$ cat src/rtl/div.sv
// Multi-cycle integer divider: restoring shift-subtract, one quotient bit per cycle.
// Signed or unsigned per operation, with a fixed latency of Width+2 edges from acceptance to result.
module div #(
  parameter int Width = 32
) (
  input  logic             clk_sys,
  input  logic             rst_n,
  input  logic             start,
  input  logic [Width-1:0] dividend,
  input  logic [Width-1:0] divisor,
  input  logic             signed_op,
  output logic             ready,
  output logic [Width-1:0] quotient,
  output logic [Width-1:0] remainder
);

  localparam int CntW = $clog2(Width + 1);

  typedef enum logic [1:0] {IDLE, CALC, FIX} state_t;

  state_t            state, state_next;
  logic [CntW-1:0]   cnt;
  logic [Width-1:0]  rem_w, quo_w, div_w;
  logic              q_neg, r_neg;

  logic              a_neg, b_neg, take, calc_done;
  logic [Width-1:0]  a_mag, b_mag, diff;
  logic [Width:0]    shifted;

  // NOTE: combinational blocks assign every output first, so no latches are inferred.
  always_comb begin
    a_neg     = signed_op & dividend[Width-1];
    b_neg     = signed_op & divisor[Width-1];
    a_mag     = a_neg ? -dividend : dividend;
    b_mag     = b_neg ? -divisor : divisor;
    shifted   = {rem_w, quo_w[Width-1]};
    take      = (shifted >= {1'b0, div_w});
    diff      = shifted[Width-1:0] - div_w;
    calc_done = (cnt == CntW'(Width));
  end

  // NOTE: sequential state uses non-blocking assignments so all registers update together.
  always_ff @(posedge clk_sys or negedge rst_n) begin
    if (!rst_n) state <= IDLE;
    else        state <= state_next;
  end

  always_comb begin
    state_next = state;
    case (state)
      IDLE:    if (start) state_next = CALC;
      CALC:    if (calc_done) state_next = FIX;
      FIX:     state_next = IDLE;
      default: state_next = IDLE;
    endcase
  end

  always_comb begin
    ready = (state == IDLE);
  end

  always_ff @(posedge clk_sys or negedge rst_n) begin
    if (!rst_n) begin
      cnt       <= '0;
      rem_w     <= '0;
      quo_w     <= '0;
      div_w     <= '0;
      q_neg     <= 1'b0;
      r_neg     <= 1'b0;
      quotient  <= '0;
      remainder <= '0;
    end else begin
      case (state)
        IDLE: if (start) begin
          cnt   <= '0;
          rem_w <= '0;
          quo_w <= a_mag;
          div_w <= b_mag;
          // A zero divisor keeps an all-ones quotient unnegated; the remainder sign still follows the dividend.
          q_neg <= (a_neg ^ b_neg) & (divisor != '0);
          r_neg <= a_neg;
        end
        CALC: if (!calc_done) begin
          cnt <= cnt + CntW'(1);
          if (take) begin
            rem_w <= diff;
            quo_w <= {quo_w[Width-2:0], 1'b1};
          end else begin
            rem_w <= shifted[Width-1:0];
            quo_w <= {quo_w[Width-2:0], 1'b0};
          end
        end
        FIX: begin
          quotient  <= q_neg ? -quo_w : quo_w;
          remainder <= r_neg ? -rem_w : rem_w;
        end
        default: ;
      endcase
    end
  end

endmodule

$ cat config.mk
export PLATFORM = sky130hd
export DESIGN_NAME = div
export DESIGN_NICKNAME = d
export VERILOG_FILES = /design/src/rtl/div.sv
export SDC_FILE = /design/constraint.sdc
export NUM_CORES = 1
export LEC_CHECK = 0
export BUFFER_PORTS_ARGS = -buffer_cell sky130_fd_sc_hd__buf_4
export CELL_PAD_IN_SITES_DETAIL_PLACEMENT = 0
export CELL_PAD_IN_SITES_GLOBAL_PLACEMENT = 2
export CORE_MARGIN = 5
export CORE_UTILIZATION = 39
export DETAILED_ROUTE_END_ITERATION = 8
export PLACE_DENSITY_LB_ADDON = 0.1
export SKIP_LAST_GASP = 1
export SYNTH_ARGS = -nofsm -noshare
export SYNTH_HDL_FRONTEND = slang
export SYNTH_SLANG_ARGS = --single-unit
$ cat constraint.sdc
create_clock -name clk_sys -period 6.32 [get_ports clk_sys]
set_input_delay 0.632 -clock clk_sys [delete_from_list [all_inputs] [get_ports clk_sys]]
set_output_delay 0.632 -clock clk_sys [all_outputs]
set_load 0.01 [all_outputs]
==> impl_results.md <==
- Max Root-Sink Buffers: 2
- Worst Max-Slew Pin Slew: 1.05 ns
- Register area: 4250 um^2
- Tcrit/Tclk final: 57.9%
- Top-area cell type share of the netlist area: 38.1%
- Clock slew seen by the registers of the worst setup and hold paths: 0.07 ns
- Post-DP Area: 12400 um^2
- Area grow syn2layout: 16.7%
- Ys flop type: dfrtp_1
- Largest net degree at the start of global routing: 76
- Post-Syn Nets: 1411
- CTS tree: yes
- Synth cell types: 76
- EDFF count, synth: 0
- Cts repair resizes: 0
- Max Slew Vio Count: 0
- Max IR drop VDD: 0.000265 V
- Crit path max-delay family: compound AO/OA/AOI/OAI gates
- Non-Filler Instances: 1791
- Critical path launch point type: flop
- Crit-path max FO: 20
- Crit path kind: flop to flop
- Warnings from Yosys: 0
- IO Count: 133
- CTS Sinks: 170
- Syn_area_per_cell: 8.57 um^2
- Global-route wire length before repair: 50800 um
- Core region area: 28500 um^2
- Layout cells sized above 1: 15.3%
- Worst Path Required: 6.60 ns
- Post-Place Cells: 1758
- Worst Skew: 0.00898 ns
- Nets: 1500
- Routed vias: 9409
- Reg2reg end: quo_w[0]$_DFFE_PN0P_
- #FFs+latches synth: 170
- Final count of hold timing violations: 0
- WP buf/inv: 0
- Vias/cell: 5.25
- Critical Path AT: 3.94 ns
- Fillers: 2867
- Post-Route Setup TNS: 0 ns
- Post-route cell area: 13000 um^2
- Final setup fails: 0
- Maxcap violations: 0
- Post-synth top cells: nand2_1 (187), dfrtp_1 (170), o21ai_0 (151), xor2_1 (77), xnor2_1 (71)
- Synthesized cell area: 11200 um^2
- Vias in the first global route: 9088
- Detailed Route WL: 31000 um
- Post-DP HPWL: 23400 um
- Critical path capture point type: flop
- Wire per inst: 17.3 um
- DRC Markers: 0
- DR pass1 iterations: 5
- Reg2Reg Launch Point: rem_w[25]$_DFFE_PN0P_
- LEAKAGE: 0.00576 uW
- Count leader, synth: nand2_1
- Die Y-Extent: 179 um
- GR Util All Layers: 19.9%
- Max stage delay on crit path: 0.82 ns
- Die width: 179 um
- Die Area: 32100 um^2
- Slew headroom: 30.0%
- Post-Synthesis Cells: 1304
- Slowest cell on the critical path: or3_1
- R2R cell count: 9
- Outcome: complete, no violations
- Async set-reset flop share out of synthesis: 100%
- Dominant cell type by area after synthesis: dfrtp_1
- Worst-skew pair later-pin latency: 0.43 ns
- PwrDens: 595 nW/um^2
- Std-Cell Rows: 62
- DRT iter0 DRCs: 649
- Area contributors post-synth: dfrtp_1 (38%), o21ai_0 (6.8%), nand2_1 (6.3%)
- Hold/Removal Path Class: primary input to asynchronous set/reset pin
- Initial core utilization: 39.3%
- Critical path cell sequence: ha_1 > a21oi_2 > o21bai_1 > a2111o_1 > a21o_1 > a311o_1 > or3_1 > nand2_2 > o221ai_1
- Reg2Reg Setup Slack: 2.66 ns
- Cts hold-fix bufs: 0
- Port buffer count: 132
- H-tree Lvls: 4
- Initial antenna violation count: 0
- RePlAce Congestion: 0.894
- Power, Total: 7770 uW
- Maximum clock rate: 0.273 GHz
- Crit path time final: 3.66 ns
- Total gr overflow: 0
- Multi-input logic area: 6430 um^2
- Setup bufs post-CTS: 0
- Cts bufs inserted: 17
- DRT antenna net count: 0
- Unrepaired setup endpoints after global routing: false
- Sequential element share of the synthesized area: 38.1%
- CTS Root Cell: clkbuf_16
-- where the power goes --
part,internal [uW],switching (uW)
registers,1590,570
logic,1940,2580
clock network,604,485
total,4130,3630
-- per-stage QoR --
| stage | hold slack [ns] | utilization [%] | setup slack [ns] |
|---|---|---|---|
| 3_3_place_gp | 0.461 | 43.7 | 2.70 |
| 3_5_place_dp | 0.470 | 43.7 | 2.65 |
| 4_1_cts | 0.238 | 45.8 | 2.66 |
| 6_report | 0.214 | 45.8 | 2.66 |
| 5_1_grt | 0.263 | 45.8 | 2.49 |
| 2_1_floorplan | 0.336 | - | 3.39 |
-- per-layer routing --
layer	vias to the layer above	routed length (um)	share of wire, %	global-route usage [%]
met4	0	244	0.79	3.74
met5	-	0	0	0
met2	172	12800	41	27.8
met3	16	1030	3.3	2.72
li1	4817	-	-	-
met1	4404	17000	55	32.4
-- final cells by class --
type	count	share of cell area [%]
Sequential cell	170	32.6
Multi-Input combinational cell	1008	49.3
Tap cell	384	3.68
Clock inverter	14	1.22
Antenna cell	1	0.0192
Clock buffer	18	3.37
Inverter	53	1.53
Timing Repair Buffer	143	8.26
-- how the worst max path moves through the flow --
| stage | start | end | slack, ns | cells after the start |
|---|---|---|---|---|
| finish | rem_w[25]$_DFFE_PN0P_ | quo_w[0]$_DFFE_PN0P_ | 2.66 | 9 |
| global route | rem_w[0]$_DFFE_PN0P_ | rem_w[29]$_DFFE_PN0P_ | 2.49 | 9 |
| CTS | rem_w[25]$_DFFE_PN0P_ | quo_w[0]$_DFFE_PN0P_ | 2.66 | 9 |
| detailed placement | rem_w[25]$_DFFE_PN0P_ | quo_w[0]$_DFFE_PN0P_ | 2.65 | 9 |
| global placement | rem_w[25]$_DFFE_PN0P_ | quo_w[0]$_DFFE_PN0P_ | 2.70 | 9 |
| floorplan | rem_w[25]$_DFFE_PN0P_ | quo_w[0]$_DFFE_PN0P_ | 3.39 | 11 |
-- sequential cells by signal (all words and copies together), names as in the netlist --
name	flops
q_neg	1
state	2
rem_w	32
cnt	6
remainder	32
div_w	32
r_neg	1
quotient	32
quo_w	32
-- cells in the final DEF (no fill, tap or decap), types with 20 or more instances in the layout --
| cell type | n |
|---|---|
| nor2_1 | 54 |
| a21o_1 | 25 |
| o21ai_1 | 47 |
| a31oi_1 | 20 |
| xor2_1 | 77 |
| o21ai_0 | 151 |
| ha_1 | 38 |
| o31ai_1 | 23 |
| inv_1 | 53 |
| xnor2_1 | 71 |
| buf_4 | 142 |
| nand3_1 | 21 |
| dfrtp_1 | 170 |
| a21oi_1 | 64 |
| nand2_1 | 186 |
-- cells by family (layout without fill, tap and decap cells) --
logic type,Yosys count,after routing,share of synthesized area [%]
AOI/OAI and AO/OA,416,416,22.7
and+or+nand+nor,388,388,17.0
DFF,170,170,38.1
xor gates and xnor gates,148,148,11.6
buffers and inverters,126,228,4.62
adders and majority gates,39,39,4.43
muxes,17,17,1.53
other,0,1,0
Power figures use the tool's default switching activity.
